<file path="src/rtl/exc_pkg.sv">
// Shared types and constants for the exception controller.
// Cause encodings, FSM states and the default handler vector.
package exc_pkg;

  typedef enum logic {
    IDLE    = 1'b0,
    HANDLER = 1'b1
  } state_t;

  localparam logic [3:0] EXC_NONE    = 4'b0000;
  localparam logic [3:0] EXC_IRQ     = 4'b0001;
  localparam logic [3:0] EXC_INVALID = 4'b0010;

  localparam logic [63:0] EXC_VECTOR_DEFAULT =
    64'h0000_0000_0000_00D8;

  // Reserved encodings behave exactly like EXC_NONE.
  function automatic logic is_cause(
    input logic [3:0] s
  );
    return (s == EXC_IRQ) || (s == EXC_INVALID);
  endfunction

endpackage

</file>
<file path="src/rtl/exc_regs.sv">
// Exception context registers: link address, syndrome, count.
// Loaded together on the exception entry edge.
module exc_regs
  import exc_pkg::*;
(
  input  logic        clk,
  input  logic        reset,
  input  logic        load,
  input  logic [3:0]  cause,
  input  logic [63:0] pc,
  output logic [63:0] elr,
  output logic [3:0]  esr,
  output logic [7:0]  count
);

  logic [63:0] ret_addr;

  // An IRQ lets the current instruction retire; a fault squashes it.
  assign ret_addr = (cause == EXC_IRQ) ? pc + 64'd4 : pc;

  always_ff @(posedge clk or posedge reset) begin
    if (reset) begin
      elr   <= '0;
      esr   <= '0;
      count <= '0;
    end else if (load) begin
      elr   <= ret_addr;
      esr   <= cause;
      count <= count + 8'd1;
    end
  end

endmodule

</file>
<file path="src/rtl/exception_ctrl.sv">
// Two-state exception controller: entry, handler, ERET.
// Exc is combinational so fetch can redirect in the same cycle.
module exception_ctrl
  import exc_pkg::*;
#(
  parameter logic [63:0] VECTOR = EXC_VECTOR_DEFAULT
) (
  input  logic        clk,
  input  logic        reset,
  input  logic [3:0]  EStatus,
  input  logic        ERet,
  input  logic [63:0] PC,
  output logic        Exc,
  output logic [63:0] ExcVector,
  output logic        ExtIAck,
  output logic [63:0] ELR,
  output logic [3:0]  ESR,
  output logic        InHandler,
  output logic [7:0]  ExcCount
);

  state_t state;
  logic   take;

  // No nesting: causes only matter while idle.
  assign take      = (state == IDLE) && is_cause(EStatus);
  assign Exc       = take && !reset;
  assign ExcVector = VECTOR;
  assign InHandler = (state == HANDLER);

  always_ff @(posedge clk or posedge reset) begin
    if (reset) begin
      state   <= IDLE;
      ExtIAck <= 1'b0;
    end else begin
      ExtIAck <= take && (EStatus == EXC_IRQ);
      unique case (state)
        IDLE:    if (take) state <= HANDLER;
        HANDLER: if (ERet) state <= IDLE;
        default: state <= IDLE;
      endcase
    end
  end

  exc_regs u_regs (
    .clk   (clk),
    .reset (reset),
    .load  (take),
    .cause (EStatus),
    .pc    (PC),
    .elr   (ELR),
    .esr   (ESR),
    .count (ExcCount)
  );

endmodule

</file>
<file path="config.mk">
export PLATFORM = sky130hd
export DESIGN_NAME = exception_ctrl
export DESIGN_NICKNAME = d
export VERILOG_FILES = /design/src/rtl/exc_pkg.sv /design/src/rtl/exc_regs.sv /design/src/rtl/exception_ctrl.sv
export SDC_FILE = /design/constraint.sdc
export NUM_CORES = 1
export LEC_CHECK = 0
export CELL_PAD_IN_SITES_DETAIL_PLACEMENT = 1
export CELL_PAD_IN_SITES_GLOBAL_PLACEMENT = 2
export CORE_MARGIN = 2
export CORE_UTILIZATION = 36
export CTS_CLUSTER_SIZE = 16
export DETAILED_ROUTE_END_ITERATION = 7
export DONT_BUFFER_PORTS = 1
export PLACE_DENSITY = 0.77
export REMOVE_ABC_BUFFERS = 1
export SKIP_CTS_REPAIR_TIMING = 1
export SLEW_MARGIN = 20
export SYNTH_ARGS = -nofsm -noshare
export SYNTH_HDL_FRONTEND = slang
export SYNTH_SLANG_ARGS = --single-unit
</file>
<file path="constraint.sdc">
create_clock -name clk -period 3.13 [get_ports clk]
set_input_delay 0.626 -clock clk [delete_from_list [all_inputs] [get_ports clk]]
set_output_delay 0.626 -clock clk [all_outputs]
set_load 0.02 [all_outputs]
</file>
* Word-level counts from Yosys, hierarchy flattened
Cells that the tools add are included.
Storage, ports and cells: register bits after elaboration 78, logic and storage cells 19
Cells by class: equal/unequal tests 2, muxes and demuxes 4, reduce and logical (&&, ||, !) cells 5, add/subtract/negate cells 2, bitwise logic cells 1
Operators with widths (number):
- 64-bit by 3-bit adder with 64-bit output (second input constant) | 1
- 64-bit 2-to-1 mux | 1
- 8-bit by 1-bit adder with 8-bit output (second input constant) | 1
- 4-bit by 1-bit == test with 1-bit output (second input constant) | 1
- 4-bit by 2-bit == test with 1-bit output (second input constant) | 1
- 1-bit logical AND | 3
- 1-bit 2-to-1 mux | 2
- 1-bit one-hot mux with 2 select lines | 1
- 1-bit logical NOT | 1
- 1-bit logical OR | 1
- 1-bit NOT | 1

* Depth between registers and ports, before layout
depth in word-level cells 5, mapped depth 8

* Hierarchy
Synthesis repeated with hierarchy kept, for this count alone.
Unflattened totals: cell total of the unflattened synthesis 558, area, all modules 4840.9 µm²
Modules (own cells, without submodules):
- exc_regs | area an instance 4247.8 µm², cells an instance 482, times used 1
- exception_ctrl | area an instance 593.1 µm², cells an instance 76, times used 1

* Worst setup path after synthesis
No wires, ideal clock.
kind input-to-output, start in EStatus[3], end out Exc, stages 5, path buffers 3, data required time 2.504 ns, arrival 2.006 ns, slack 0.498 ns, path through or4_1 -> clkbuf_1 -> clkbuf_1 -> clkbuf_1 -> nor2_1
On the way: longest elaborated chain between the ends 4, elaborated cells on any way between the ends 5
Ends and longest elaborated chain:
- start, declared | line exception_ctrl.sv:10 | input logic [3:0] EStatus,
- 4-bit by 1-bit == test with 1-bit output or 4-bit by 2-bit == test with 1-bit output (tied branches) | line exc_pkg.sv:21 | return (s == EXC_IRQ) || (s == EXC_INVALID);
- 1-bit logical OR * | line exc_pkg.sv:21
- 1-bit logical AND * | line exception_ctrl.sv:26 | assign take = (state == IDLE) && is_cause(EStatus);
- 1-bit logical AND * | line exception_ctrl.sv:27 | assign Exc = take && !reset;
- end, declared | line exception_ctrl.sv:13 | output logic Exc,
Mark *: on every way between the ends. The rest lies on a longest branch, timed or not.

* Worst setup path after layout
start in EStatus[1], end reg u_regs.elr[62]
On the way: longest elaborated chain between the ends 3, elaborated cells on any way between the ends 5
Ends and longest elaborated chain:
- 4-bit by 1-bit == test with 1-bit output or 4-bit by 2-bit == test with 1-bit output (tied branches) | line exc_pkg.sv:21, exc_regs.sv:19
- 1-bit logical OR | line exc_pkg.sv:21
- 1-bit logical AND | line exception_ctrl.sv:26
- end signal, assigned | line exc_regs.sv:27 | elr <= ret_addr;
- end, declared | line exc_regs.sv:11 | output logic [63:0] elr,
Parallel ways exist; a longest one is shown, timed or not. A chain may end at the register's enable or synchronous reset.

==> flow_summary.yaml <==
run_status:
  status: "finished clean"
timing:
  slew_headroom_pct: 45.1
  finalCritPeriodShare_pct: 74.8
  drv_slew: 0
  worst_pin_slew_ns: 0.824
  setup_viol: 0
  grt_setup_unrepaired: "no"
  clock_skew_ns: 0.00509
  hold_viol: 0
  fmax_mhz: 427
  fin_crit_ns: 2.34
run:
  maxCapViolations: 0
pwr:
  power.density_nw_per_um2: 668
  sw_frac_of_total_pct: 36.5
  seqPwrFrac_pct: 53.0
  intPower_w: 0.00212
  p_leak_nw: 2.15
  power.switching_w: 0.00122
  vdd_drop_max_mv: 0.294
  combPwrFrac_pct: 11.8
  p_clk_share_pct: 35.2
routing:
  ant_nets: 0
  via_per_inst: 4.93
  routedWlPerCell_um: 17.5
  finalWirelength_mm: 12.3
  firstDrtPassIters: 4
  via_count: 3448
  drt_iter0_markers: 104
  drc_errors: 0
grt:
  grt_max_degree: 127
  track_usage_pct: 17.8
  grt-ovfl-total: 0
  antenna_found_initial: 0
  grt_pass1_vias: 3656
  grt_pass1_wl_mm: 19.5
floorplanning:
  core_um2: 12700
  ios: 214
  die-area_um2: 14000
  row_count: 41
  die_x_um: 118
  die_h_um: 118
  start_util_pct: 37.1
clock_network:
  cts_buffer_depth: 2
  h-tree-depth: 3
  cts.sinks: 78
  clock_latency_ns: 0.35
  cts_tree: "done"
  cts_root_buf: "clkbuf_16"
  cts.clk_slew.worst_paths_ns: 0.06
  cts_buffers: 9
min_path:
  hold_class: "input port to async pin"
place:
  placedCellCount: 683
  port_buffers: 0
  gp_congestion: 0.784
  dp_hpwl_mm: 9.16
setup_path:
  cp.arrival_ns: 2.53
  worst-r2r-setup-slack_ns: 1.27
  endpoint: "u_regs.elr[62]"
  critPathRequiredTime_ns: 3.32
  worstSetupStartpointType: "input port"
  critPathCaptureType: "flip-flop"
  crit_fanout: 22
  rr_worst_depth: 4
  reg2reg_to: "u_regs.elr[62]"
  critPathLaunch: "EStatus[1]"
  r2r-start: "InHandler"
  critPathKind: "input port to flip-flop"
finish:
  area_delta_synth_final_pct: 6.23
  drive_gt1_share_pct: 8.73
  fin_util_pct: 39.4
  fin_nets: 595
  final_cells: 699
  fillCellCount: 1500
  num_antenna_cells: 0
synthesis:
  async_reset_ff_share_pct: 100
  synth-edff-count: 0
  syn_inst: 523
  netlist_area_um2: 4700
  yosys.cell_types.count: 35
  ys_ff_latch: 78
  ys_seq_area_share_pct: 41.5
  synthFlopType: "dfrtp_1"
  yosysWarnings: 0
  syn_avg_cell_area_um2: 8.99
cell usage after synthesis, types with 2 or more instances:
master | number | area [um^2]
buf_6 | 2 | 22.5
nor3_1 | 11 | 55.1
dfrtp_1 | 78 | 1950
nor4_4 | 6 | 128
buf_4 | 65 | 488
nor2_1 | 23 | 86.3
o21ai_1 | 10 | 50.1
inv_1 | 9 | 33.8
nand2_1 | 98 | 368
o21ai_0 | 50 | 250
xnor2_1 | 51 | 447
nor4_1 | 7 | 43.8
and4_1 | 7 | 61.3
nor4_2 | 2 | 25.0
mux2_2 | 2 | 22.5
and2_1 | 4 | 25.0
nand2_2 | 2 | 12.5
and3_1 | 10 | 62.6
or2_2 | 2 | 12.5
ha_1 | 2 | 25.0
conb_1 | 2 | 7.51
nand3_1 | 21 | 105
xor2_1 | 18 | 158
clkbuf_1 | 16 | 60.1
nand4_1 | 15 | 93.8
per-stage QoR:
stage / setup TNS, ns / area, um^2 / setup WS (ns) / hold WS (ns) / total power [W]
3_5_place_dp: 0 / 4660 / 0.369 / 0.616 / 0.00219
3_3_place_gp: 0 / 4660 / 0.431 / 0.603 / 0.00216
2_1_floorplan: -0.516 / 4370 / -0.516 / 0.578 / 0.00204
4_1_cts: 0 / 4990 / 0.753 / 0.277 / 0.00339
5_1_grt: 0 / 5000 / 0.617 / 0.318 / 0.00352
6_report: 0 / 5000 / 0.788 / 0.269 / 0.00334
cell usage in the layout (no fill, tap or decap), types with 2 or more instances in the layout:
cell and instances:
nand3_1 21, o21ai_0 50, bufinv_16 2, o21ai_1 10, and4_1 7, buf_4 8, xnor2_1 51, dfrtp_1 78
nor4_4 6, nor2_1 23, clkbuf_16 9, or4_4 2, or2_2 2, and3_1 10, nand2_2 2, nor4_1 6
nand4_1 15, mux2_2 2, and2_1 4, xor2_1 18, nor4_2 3, conb_1 64, nand2_1 98, nor3_1 11
inv_1 8, ha_1 2, clkinv_4 2
metal layers:
metal	GRT usage (%)	wire length, um
met5	0	0
met4	5.95	205
met3	9.85	1440
met2	28.8	5870
met1	19.7	4750
cells by family after synthesis:
group	synth area share [%]
and+or+nand+nor	25.0
buffers and inverters	12.8
DFF	41.5
xor gates and xnor gates	12.8
AOI/OAI and AO/OA	6.68
adders and majority gates	0.532
other	0.160
muxes	0.479
state kept, by name (all words and copies together), names as in the netlist:
register,flops
ExtIAck,1
InHandler,1
u_regs.count,8
u_regs.elr,64
u_regs.esr,4
critical path, stage by stage:
cell     delay (ns)
nor4b_4        0.33
nand2_2        0.13
or4_4          0.78
nor4_1         0.41
xnor2_1        0.15
o21ai_0        0.09
power groups by stage:
stage | Sequential (W) | Combinational, W | Clock, W
after floorplan | 0.00171 | 0.000331 | 0
after global placement | 0.00179 | 0.000378 | 0
after detailed placement | 0.00179 | 0.000400 | 0
after CTS | 0.00178 | 0.000402 | 0.00121
after global routing | 0.00181 | 0.000470 | 0.00124
final | 0.00177 | 0.000395 | 0.00117
final cells by class:
type,instances,area (um^2),share of cell area [%]
Clock buffer,10,239,4.78
Clock inverter,6,93.8,1.88
Inverter,9,35.0,0.701
Multi-Input combinational cell,415,2390,47.8
Sequential cell,78,1950,39.1
Tap cell,172,215,4.31
Timing Repair Buffer,9,71.3,1.43
worst min-delay path by stage:
stage / from / to / slack [ns]
final: reset / InHandler / 0.27
after global routing: reset / InHandler / 0.32
after CTS: reset / u_regs.elr[15] / 0.28
after detailed placement: u_regs.elr[2] / u_regs.elr[2] / 0.62
after global placement: u_regs.count[7] / u_regs.count[7] / 0.60
after floorplan: u_regs.count[7] / u_regs.count[7] / 0.58
(Power assumes the default switching activity.)
==> edit: new RTL, config.mk and constraints unchanged <==
Reset style: synchronous (`reset`), changed in 2 clocked blocks.
--- a/src/rtl/exc_regs.sv
+++ b/src/rtl/exc_regs.sv
@@ -18,7 +18,7 @@
   // An IRQ lets the current instruction retire; a fault squashes it.
   assign ret_addr = (cause == EXC_IRQ) ? pc + 64'd4 : pc;
 
-  always_ff @(posedge clk or posedge reset) begin
+  always_ff @(posedge clk) begin
     if (reset) begin
       elr   <= '0;
       esr   <= '0;
--- a/src/rtl/exception_ctrl.sv
+++ b/src/rtl/exception_ctrl.sv
@@ -28,7 +28,7 @@
   assign ExcVector = VECTOR;
   assign InHandler = (state == HANDLER);
 
-  always_ff @(posedge clk or posedge reset) begin
+  always_ff @(posedge clk) begin
     if (reset) begin
       state   <= IDLE;
       ExtIAck <= 1'b0;
Function: differs if reset is asserted again (counterexample within 4 cycles, from zero or initial values and one cycle with reset high); with reset held inactive, the same outputs for 10 cycles.
==> edit against the original RTL <==
- critical path depth decreased by 3
- highest routed layer unchanged
- synthesized cell count up 2.1%
- power decreased by 29%
- largest power group unchanged
- sequential cell count did not move
- routed wire length decreased by 4.9%
- sequential power fell by 35%
- worst setup slack got worse by 0.037 ns
- cell area is 7.4% lower
- synthesized area is 5.4% lower
==> edit: results <==
set metrics [dict create \
    grt_pass1_vias 3497 \
    n_all_inverters 8 \
    post_synth_num_cell_types 38 \
    cpMaxStageDelayCell "or3_1" \
    comb_power_share 0.100 \
    fin_nets 592 \
    rr_startpoint "InHandler" \
    utilization 0.384 \
    n_clock_buffer 11 \
    gp_congestion 0.773 \
    buf_share 0.0108 \
    whs_ns 0.356 \
    syn_area_per_cell_um2 8.33 \
    placed_area_mm2 0.00435 \
    hold_path.class "in2reg" \
    final-clk-cell-share 0.0595 \
    regArea_mm2 0.00156 \
    synth_adder_area_share 0.00562 \
    synth_common_cells "dfxtp_1 (78), nor2_1 (77), buf_4 (64)" \
    final_cells 691 \
    r2r_slack_ns 1.24 \
    multi_input_cells 417 \
    multi_input_area_share 0.540 \
    arrival_ns 1.75 \
    power.internal_uw 1700 \
    use_met2 0.295 \
    fin_total_pwr_uw 2380 \
    r2r_cells 6 \
    power_leakage_uw 0.00156 \
    outcome "complete, no violations" \
    synth_top_area_cell "dfxtp_1" \
    p_seq_uw 1150 \
    buffers 5 \
    grt_pass1_wl_um 18200 \
]
edit: changes by cell type in the layout (fill, tap and decap cells not counted), sizes merged, moves of 8 or more:
cell / delta
dfrtp: -78
dfxtp: +78
nand2: -69
a211oi: +54
nor2: +54
o21ai: -51
xnor2: -19
xor2: +13
or3: +8
edit: worst max-delay path by stage:
stage / from / depth (start not counted) / slack (ns) / endpoint
after floorplan: EStatus[3] / 4 / -2.78 / u_regs.esr[2]
after global placement: EStatus[3] / 6 / 0.50 / u_regs.elr[15]
after detailed placement: EStatus[3] / 6 / 0.45 / u_regs.elr[57]
after CTS: InHandler / 3 / 0.73 / Exc
after global routing: EStatus[3] / 6 / 0.68 / u_regs.elr[57]
final: InHandler / 3 / 0.75 / Exc
edit: logic make-up after synthesis:
| family | count (synthesis) |
|---|---|
| AOI/OAI and AO/OA | 76 |
| adders and majority gates | 2 |
| DFF | 78 |
| xor gates and xnor gates | 63 |
| other | 2 |
| muxes | 1 |
| and+or+nand+nor | 211 |
| buffers and inverters | 101 |
